==> src/rtl/seq_bit_serializer_pkg.sv <==
// seq_pkg: definitions shared by the bit serializer and the sequence-detector bench.
//   state_t          - shifter state (S_IDLE: no bits left, S_SHIFT: bits pending)
//   DEFAULT_WIDTH    - default parallel word width
//   DEFAULT_IDLE_BIT - default serial line level when no word is being shifted
//   norm_len()       - maps a raw length field to the number of bits actually sent
package seq_pkg;

  typedef enum logic {
    S_IDLE  = 1'b0,
    S_SHIFT = 1'b1
  } state_t;

  localparam int   DEFAULT_WIDTH    = 8;
  localparam logic DEFAULT_IDLE_BIT = 1'b1;

  // A zero length, or one longer than the word, means "send the whole word".
  function automatic int norm_len(input int len, input int width);
    return ((len == 0) || (len > width)) ? width : len;
  endfunction

endpackage

==> src/rtl/seq_bit_serializer_hold_reg.sv <==
// seq_hold_reg: one-entry holding register that queues a word behind the shifter.
//   clk, rst_n      - clock, asynchronous active-low reset
//   push            - store push_data/push_len this edge (caller guarantees ready)
//   push_data/len   - word and its already-normalised length
//   drain           - the shifter takes the held word this edge
//   full            - a word is held
//   ready           - a new word may be pushed (combinational from full)
//   data/len        - the held word and length
module seq_hold_reg
  import seq_pkg::*;
#(
  parameter int WIDTH = DEFAULT_WIDTH,
  parameter int LENW  = $clog2(WIDTH + 1)
) (
  input  logic             clk,
  input  logic             rst_n,
  input  logic             push,
  input  logic [WIDTH-1:0] push_data,
  input  logic [LENW-1:0]  push_len,
  input  logic             drain,
  output logic             full,
  output logic             ready,
  output logic [WIDTH-1:0] data,
  output logic [LENW-1:0]  len
);

  logic             full_reg, full_next;
  logic [WIDTH-1:0] data_reg;
  logic [LENW-1:0]  len_reg;

  // A push on the same edge as a drain leaves the register full with the new word.
  always_comb begin
    full_next = full_reg;
    if (push) begin
      full_next = 1'b1;
    end else if (drain) begin
      full_next = 1'b0;
    end
  end

  always_ff @(posedge clk or negedge rst_n) begin
    if (!rst_n) begin
      full_reg <= 1'b0;
      data_reg <= '0;
      len_reg  <= '0;
    end else begin
      full_reg <= full_next;
      if (push) begin
        data_reg <= push_data;
        len_reg  <= push_len;
      end
    end
  end

  assign full  = full_reg;
  assign ready = !full_reg;
  assign data  = data_reg;
  assign len   = len_reg;

endmodule

==> src/rtl/seq_bit_serializer.sv <==
// seq_bit_serializer: parallel-to-serial feeder for the sequence detector.
// Words are accepted on a valid/ready handshake and shifted out MSB-first,
// one bit per clock, with a one-word holding register for gapless streaming.
//   CLK        - clock, rising edge
//   RESET      - asynchronous active-low reset
//   LOAD_VALID - a word is offered
//   LOAD_READY - a word can be accepted this cycle
//   LOAD_DATA  - word to send, first bit is LOAD_DATA[WIDTH-1]
//   LOAD_LEN   - bits to send; 0 or > WIDTH means WIDTH
//   DOUT       - registered serial bit
//   DOUT_VALID - DOUT carries a data bit
//   BUSY       - shifter, holding register or output stage occupied
module seq_bit_serializer
  import seq_pkg::*;
#(
  parameter int   WIDTH    = DEFAULT_WIDTH,
  parameter int   LENW     = $clog2(WIDTH + 1),
  parameter logic IDLE_BIT = DEFAULT_IDLE_BIT
) (
  input  logic             CLK,
  input  logic             RESET,
  input  logic             LOAD_VALID,
  output logic             LOAD_READY,
  input  logic [WIDTH-1:0] LOAD_DATA,
  input  logic [LENW-1:0]  LOAD_LEN,
  output logic             DOUT,
  output logic             DOUT_VALID,
  output logic             BUSY
);

  state_t           state_reg, state_next;
  logic [WIDTH-1:0] sh_reg, sh_next;
  logic [LENW-1:0]  cnt_reg, cnt_next;
  logic             dout_reg, dout_next;
  logic             dout_valid_reg, dout_valid_next;

  logic             hold_full, hold_ready;
  logic [WIDTH-1:0] hold_data;
  logic [LENW-1:0]  hold_len;
  logic             hold_push, hold_drain;

  logic             accept;
  logic             last_bit;
  logic             to_shifter;
  logic [LENW-1:0]  load_len_norm;

  assign accept        = LOAD_VALID && hold_ready;
  assign load_len_norm = LENW'(norm_len(int'(LOAD_LEN), WIDTH));
  assign last_bit      = (state_reg == S_SHIFT) && (cnt_reg == LENW'(1));

  // A new word bypasses the holding register whenever the shifter will be
  // free on this edge and nothing is already queued ahead of it.
  assign to_shifter = (state_reg == S_IDLE) || (last_bit && !hold_full);
  assign hold_drain = last_bit && hold_full;
  assign hold_push  = accept && !to_shifter;

  seq_hold_reg #(
    .WIDTH(WIDTH),
    .LENW (LENW)
  ) u_hold (
    .clk      (CLK),
    .rst_n    (RESET),
    .push     (hold_push),
    .push_data(LOAD_DATA),
    .push_len (load_len_norm),
    .drain    (hold_drain),
    .full     (hold_full),
    .ready    (hold_ready),
    .data     (hold_data),
    .len      (hold_len)
  );

  // State register
  always_ff @(posedge CLK or negedge RESET) begin
    if (!RESET) begin
      state_reg      <= S_IDLE;
      sh_reg         <= '0;
      cnt_reg        <= '0;
      dout_reg       <= IDLE_BIT;
      dout_valid_reg <= 1'b0;
    end else begin
      state_reg      <= state_next;
      sh_reg         <= sh_next;
      cnt_reg        <= cnt_next;
      dout_reg       <= dout_next;
      dout_valid_reg <= dout_valid_next;
    end
  end

  // Next-state logic: shift/count datapath and reload from input or holding register
  always_comb begin
    sh_next  = sh_reg;
    cnt_next = cnt_reg;
    case (state_reg)
      S_IDLE: begin
        if (accept) begin
          sh_next  = LOAD_DATA;
          cnt_next = load_len_norm;
        end
      end
      S_SHIFT: begin
        sh_next  = sh_reg << 1;
        cnt_next = cnt_reg - LENW'(1);
        // On the last bit the shifter is reloaded so the next word's MSB
        // follows immediately with no idle bit.
        if (hold_drain) begin
          sh_next  = hold_data;
          cnt_next = hold_len;
        end else if (accept && to_shifter) begin
          sh_next  = LOAD_DATA;
          cnt_next = load_len_norm;
        end
      end
      default: begin
        sh_next  = sh_reg;
        cnt_next = cnt_reg;
      end
    endcase
    state_next = (cnt_next != '0) ? S_SHIFT : S_IDLE;
  end

  // Output logic: the serial stage is registered, so it reflects the current state
  always_comb begin
    dout_next       = IDLE_BIT;
    dout_valid_next = 1'b0;
    if (state_reg == S_SHIFT) begin
      dout_next       = sh_reg[WIDTH-1];
      dout_valid_next = 1'b1;
    end
  end

  assign DOUT       = dout_reg;
  assign DOUT_VALID = dout_valid_reg;
  assign LOAD_READY = hold_ready;
  assign BUSY       = (cnt_reg != '0) || hold_full || dout_valid_reg;

endmodule

==> config.mk <==
export PLATFORM = sky130hd
export DESIGN_NAME = seq_bit_serializer
export DESIGN_NICKNAME = d
export VERILOG_FILES = /design/src/rtl/seq_bit_serializer_pkg.sv /design/src/rtl/seq_bit_serializer_hold_reg.sv /design/src/rtl/seq_bit_serializer.sv
export SDC_FILE = /design/constraint.sdc
export NUM_CORES = 1
export LEC_CHECK = 0
export BUFFER_PORTS_ARGS = -buffer_cell sky130_fd_sc_hd__buf_2
export CORE_UTILIZATION = 35
export CTS_BUF_LIST = sky130_fd_sc_hd__clkbuf_8
export CTS_CLUSTER_SIZE = 24
export DETAILED_ROUTE_END_ITERATION = 6
export GPL_TIMING_DRIVEN = 1
export PLACE_DENSITY_LB_ADDON = 0.08
export SYNTH_ARGS = -nofsm -noshare
export SYNTH_HDL_FRONTEND = slang
export SYNTH_SLANG_ARGS = --single-unit
==> constraint.sdc <==
create_clock -name CLK -period 2.8 [get_ports CLK]
set_clock_uncertainty 0.2 [all_clocks]
set_input_delay 0.14 -clock CLK [delete_from_list [all_inputs] [get_ports CLK]]
set_output_delay 0.14 -clock CLK [all_outputs]
set_load 0.01 [all_outputs]
==> results of run 1 <==
## per-layer routing
layer | vias up | GRT usage
li1 | 599 | -
met2 | 19 | 0.309
met1 | 599 | 0.258
met4 | 0 | 0.0479
met3 | 4 | 0.0355
met5 | - | 0
## path summary, 6_finish.rpt
path                           startpoint  cells after the start        endpoint  slack [ns]
max reg2reg                    cnt_reg[1]                      6       state_reg        0.29
max                            cnt_reg[1]                      6       state_reg        0.29
min reg2reg                u_hold.data[4]                      1  u_hold.data[4]        0.29
min                            LOAD_VALID                      3     u_hold.full        0.02
min in group asynchronous           RESET                      2   u_hold.len[2]        0.21
max in group asynchronous           RESET                      2     u_hold.full        1.76
## per-stage QoR
step | hold slack [ns] | cell area (um2)
after floorplan | -0.356 | 1510
after global placement | 0.00767 | 1650
after detailed placement | 0.0112 | 1650
after CTS | 0.00899 | 1840
after global routing | 0.0638 | 1840
final | 0.0194 | 1840
## report_power, final
group	total, mW	internal (mW)	switching (mW)
Sequential	0.718	0.586	0.132
Combinational	0.709	0.342	0.367
Clock	0.324	0.192	0.132
Total	1.75	1.12	0.631
## synthesized netlist by cell type (2+ instances only)
library cell	number
buf_2	2
clkbuf_1	4
a21oi_1	4
a311oi_1	3
mux2_2	5
a211oi_1	7
o21ai_0	11
nor2_1	7
mux2i_1	8
nand2b_1	3
o22ai_1	9
inv_1	7
o211ai_1	2
mux2_1	5
o31ai_1	2
buf_6	2
nor3_1	2
and2_0	6
ha_1	3
nor2b_1	2
dfrtp_1	27
nand2_1	9
## area by class of cell
cell class | count | share of cell area
well taps | 50 | 0.0340
clock buffers | 3 | 0.0224
flip-flops and latches | 28 | 0.382
inverters | 7 | 0.0143
multi-input cells | 103 | 0.401
clock inverters | 1 | 0.0163
repair buffers | 34 | 0.131
## logic make-up (layout without fill, tap and decap cells)
logic type               count (synthesis)  count (layout)  synth area share
flip-flops                              28              28             0.464
multiplexers                            18              18             0.127
XOR/XNOR                                 1               1           0.00579
AND/OR/NAND/NOR                         36              36             0.132
adder cells (fa/ha/maj)                  3               3            0.0248
AO/OA/AOI/OAI                           45              45             0.198
buffers and inverters                   15              45            0.0488
## repair_timing
action	in CTS	in global routing
hold buffers	12	0
resized for setup	0	0
hold endpoints to repair	46	0
## tightest hold or removal path, delay by kind of cell
| family | cells | cell delay [ns] |
|---|---|---|
| buffers and inverters | 1 | 0.14 |
| AOI/OAI and AO/OA | 2 | 0.18 |
==> summary.txt, run 1 <==
Power and ir drop
  – Leakage: ~0.78 nW
  – VDD IR-drop max: around 320 uV
  – Final total power: 1.75 mW
  – P per Cell Area: 952 nW/um2

Timing
  – Hold Vio Cnt, Final: 0
  – Slew @ Worst Pin: 0.837 ns
  – Final setup violation count: 0
  – Final worst path period need: around 2.5 ns
  – Final Max Slew Viols: 0
  – Final Cycle Share: 0.896
  – F_max: roughly 0.4 GHz
  – Setup WS post-layout: 0.291 ns
  – RSZ-0062 raised after global routing: no
  – Worst slew margin relative to its limit: 0.439
  – Setup tns final: 0 ns

Floorplanning
  – DIE AREA: about 4600 um2
  – Die height: 67.7 um
  – Die Wd: approximately 68 um
  – Starting density of the core: 0.370
  – # rows: 23
  – CORE AREA: between 4000 and 5000 um2
  – Ports: 19

Final layout
  – Area of the multi-input gates: between 700 and 800 um2
  – Final non-filler cell total: roughly 230
  – Area delta synth->final: 21.6%
  – Reg area: approximately 700 um2
  – Commonest non-fill, non-tap cell in the layout: dfrtp_1
  – Fillers: 419
  – Commonest non-fill, non-tap cells in the layout: dfrtp_1, buf_2, dlygate4sd3_1, o21ai_0
  – Antenna cell count: 0
  – Final Util: 0.450
  – Nets: 195
  – Layout cell share with drive strength beyond 1: 0.205

Synthesis
  – Dominant cells by area after synthesis: dfrtp_1, mux2i_1, mux2_1
  – Syn Nets: 164
  – Area fraction of the dominant cell type after synthesis: 0.447
  – Post-Syn Instances: between 100 and 150
  – Syn. warnings: 0
  – Average size of a mapped cell: around 10 um2
  – Area leader, netlist: dfrtp_1
  – Async SR Flop Fraction: 1.00
  – Seq/Total Area, Yosys: 0.464
  – Unique masters post-synth: 38
  – Mapped Area: between 1500 and 2000 um2
  – Seq cells post-synth: 28
  – Dominant synthesized flop cell: dfrtp_1
  – EDFF count, synth: 0

Placed design
  – HPWL Detailed: ~2.5 mm
  – I/O Buffers: 18
  – Placed Cells: 210
  – GPL Wtd Cong: around 0.83
  – Post-Place Setup Slack: 0.321 ns

CTS
  – CTS tree: done
  – CTS buffer count: 3
  – CTS sink cnt: 28
  – Max clock buf depth: 2
  – Clock Latency Late Sink: about 0.28 ns
  – Worst-path clk slew: 0.09 ns
  – Root Driver: clkbuf_8
  – Post-CTS setup buffers: 0
  – H-tree levels: 1

Detailed routing
  – Vias/cell: 5.40
  – Top layer reached by signal wires: met4
  – Drt drc: 0
  – Met1 WL: 1.85 mm
  – Iter 0 DRT Violations: 72
  – Post-route ant nets: 0
  – First-pass DRT Iterations: 4
  – Routed wl met2: around 1.8 mm
  – Met3 wire length: approximately 95 um
  – Detailed-route via count: between 1000 and 1500
  – Routed length per instance: approximately 17 um
  – Final wirelength: 3.74 mm

Job
  – Max Cap Violations: 0

Global routing
  – Largest net degree at the start of global routing: 29
  – GRT Util Overall: 0.190
  – Vias in the first global route: approximately 1300
  – Initial antenna violation count: 0
  – First-pass GRT wire length: between 6 and 7 mm
  – Gr ovfl total: 0

Critical path
  – CP peak stage delay: slightly above 0.5 ns
  – Crit path buffers/inverters: 1
  – Crit-path leading delay family: simple AND/OR/NAND/NOR gates
  – Setup Crit Path Kind: register to register
  – Critical path's slowest cell: or4_1
  – Crit path launch type: register
  – Worst EP arrival: 2.46 ns
  – CP cell instances: inv_1 -> ha_1 -> nand3b_1 -> or3_1 -> o221a_1 -> or4_1
  – Top fanout value on the critical path: 9
  – Endpoint class of the critical path: register
  – Req. time, crit path: around 2.8 ns

Run status
  – Status: complete, no violations

Hold path
  – Hold Crit Class: primary input to register
No activity file was read; power rests on OpenSTA's default activity.
==> run 2: changes to the inputs <==
--- a/config.mk
+++ b/config.mk
@@ -5,12 +5,13 @@
 export SDC_FILE = /design/constraint.sdc
 export NUM_CORES = 1
 export LEC_CHECK = 0
-export BUFFER_PORTS_ARGS = -buffer_cell sky130_fd_sc_hd__buf_2
-export CORE_UTILIZATION = 35
+export CORE_UTILIZATION = 50
 export CTS_BUF_LIST = sky130_fd_sc_hd__clkbuf_8
 export CTS_CLUSTER_SIZE = 24
 export DETAILED_ROUTE_END_ITERATION = 6
+export DONT_BUFFER_PORTS = 1
 export GPL_TIMING_DRIVEN = 1
+export MAX_ROUTING_LAYER = met4
 export PLACE_DENSITY_LB_ADDON = 0.08
 export SYNTH_ARGS = -nofsm -noshare
 export SYNTH_HDL_FRONTEND = slang
==> summary.txt, run 2 (same netlist as run 1, synthesis figures left out) <==
Final layout
  – Commonest non-fill, non-tap cells in the layout: dfrtp_1, dlygate4sd3_1, o21ai_0, nand2_1, o22ai_1
  – Layout cell share with drive strength beyond 1: 0.123 (-0.0818)
  – Antenna cell count: 0 (unchanged)
  – Final Util: 0.636 (+0.186)
  – Final non-filler cell total: 194 (-14%)
  – Post-route design area: 1780 um2 (-3.1%)
  – Area delta synth->final: 17.9%
  – Commonest non-fill, non-tap cell in the layout: dfrtp_1
  – Nets: 182 (-6.7%)

Timing
  – Final worst path period need: 2.47 ns (-0.0430 ns)
  – Final Cycle Share: 0.881 (-0.0153)
  – Worst hold margin: 0.0226 ns (+0.00322 ns)
  – Setup tns final: 0 ns (unchanged)
  – Worst slew margin relative to its limit: 0.716 (+0.276)
  – Final setup violation count: 0 (unchanged)
  – Hold Vio Cnt, Final: 0 (unchanged)
  – RSZ-0062 raised after global routing: no
  – Final Max Slew Viols: 0 (unchanged)
  – Slew @ Worst Pin: 0.424 ns (-0.413 ns)
  – F_max: 0.406 GHz (+1.7%)

Critical path
  – Crit path launch type: register
  – Crit path buffers/inverters: 1 (unchanged)
  – Reg2Reg Setup Slack: 0.33 ns (+0.04 ns)
  – Critical path's slowest cell: or3_1
  – CP cell instances: inv_1 -> ha_1 -> nand3b_1 -> or3_1 -> o221a_1 -> or4_1
  – Worst EP arrival: 2.43 ns (-0.03 ns)
  – Setup Crit Path Kind: register to register
  – End of the critical path: state_reg
  – CP peak stage delay: 0.49 ns (-0.02 ns)
  – R2R cell count: 6 (unchanged)
  – Top fanout value on the critical path: 9 (unchanged)
  – Crit path from: cnt_reg[1]
  – Req. time, crit path: 2.76 ns (about the same)
  – Endpoint class of the critical path: register
  – Crit-path leading delay family: simple AND/OR/NAND/NOR gates
  – Reg-to-Reg End: state_reg
  – Levels on crit path: 6 (unchanged)
  – R2R Path Start: cnt_reg[1]

CTS
  – Max clock buf depth: 2 (unchanged)
  – CTS buffer count: 3 (unchanged)
  – CTS tree: done
  – H-tree levels: 1 (unchanged)
  – CTS sink cnt: 28 (unchanged)
  – Post-CTS setup buffers: 0 (unchanged)
  – Worst-path clk slew: 0.10 ns (about the same)
  – Root Driver: clkbuf_8
  – Clock Latency Late Sink: 0.28 ns (about the same)

Global routing
  – Initial antenna violation count: 0 (unchanged)
  – First-pass GRT wire length: 5.84 mm (-7.9%)
  – Vias in the first global route: 1243 (-2.2%)
  – GRT Util Overall: 0.243 (+0.0528)
  – Gr ovfl total: 0 (unchanged)
  – Largest net degree at the start of global routing: 29 (unchanged)

Run status
  – Status: complete, but fails checks
  – Failing checks: design-rule violations

Detailed routing
  – Routed length per instance: 17.4 um (+5.2%)
  – Iter 0 DRT Violations: 49 (-32%)
  – First-pass DRT Iterations: 6 (+2)
  – Final wirelength: 3.37 mm (-9.7%)
  – Detailed-route via count: 1209 (-0.98%)
  – Post-route ant nets: 0 (unchanged)
  – Vias/cell: 6.23 (+15%)
  – Drt drc: 2 (+2)

Placed design
  – GPL Wtd Cong: 0.899 (+8.0%)
  – I/O Buffers: 0 (-18)
  – Placed Cells: 174 (-17%)
  – HPWL Detailed: 2.36 mm (-6.2%)
  – Placed Area: 1540 um2 (-6.5%)

Floorplanning
  – Die height: 57.0 um (-16%)
  – DIE AREA: 3250 um2 (-29%)
  – # rows: 19 (-17%)
  – Ports: 19 (unchanged)
  – Starting density of the core: 0.539 (+0.169)
  – Die Wd: 57.0 um (-16%)
  – CORE AREA: 2810 um2 (-31%)

Job
  – Max Cap Violations: 0 (unchanged)

Power and ir drop
  – VDD IR-drop max: 449 uV (+40%)
  – P per Cell Area: 971 nW/um2 (+2.0%)
  – Leakage: 0.734 nW (-5.6%)

Hold path
  – Hold Crit Class: primary input to register
==> run 2: cell count changes in the layout (fill, tap and decap cells not counted), sizes merged <==
cell,previous run,this run
buf,22,6
dlygate4sd3,12,15
==> run 2: timing repair <==
item	CTS	global route
hold buffers	16	0
gates resized for setup	0	0
endpoints found under the hold margin	50	0
==> run 2: stage by stage <==
step	power, mW	setup WS (ns)
global placement	1.37	0.403
detailed placement	1.38	0.341
global route	1.85	0.204
CTS	1.74	0.328
finish	1.73	0.334
floorplan	1.23	0.468
==> run 2: layout make-up <==
type	instances	area, um2
sequential	28	702
clock buffer	3	41.3
timing repair buffer	21	208
fill	230	1020
tap	31	38.8
clock inverter	1	30.0
inverter	7	26.3
multi-input combinational	103	737
==> run 2: power breakdown <==
| part | internal, mW | total, mW | switching (mW) |
|---|---|---|---|
| registers | 0.587 | 0.728 | 0.140 |
| clock network | 0.192 | 0.323 | 0.132 |
| logic | 0.336 | 0.681 | 0.345 |
==> run 2: worst min-delay path by stage <==
stage	startpoint	endpoint	slack [ns]	depth (start not counted)
global placement	RESET	DOUT_VALID	-0.36	0
global route	LOAD_LEN[3]	u_hold.len[2]	0.03	2
detailed placement	RESET	DOUT_VALID	-0.36	0
floorplan	RESET	DOUT_VALID	-0.36	0
CTS	LOAD_LEN[3]	u_hold.len[2]	0.02	2
finish	LOAD_LEN[3]	u_hold.len[2]	0.02	2
==> run 2: metal layers <==
| layer | GRT usage | up-vias | wire length, um |
|---|---|---|---|
| li1 | - | 572 | - |
| met1 | 0.321 | 601 | 1660 |
| met2 | 0.371 | 29 | 1550 |
| met3 | 0.0317 | 7 | 95 |
| met4 | 0.118 | 0 | 65 |
| met5 | - | - | 0 |
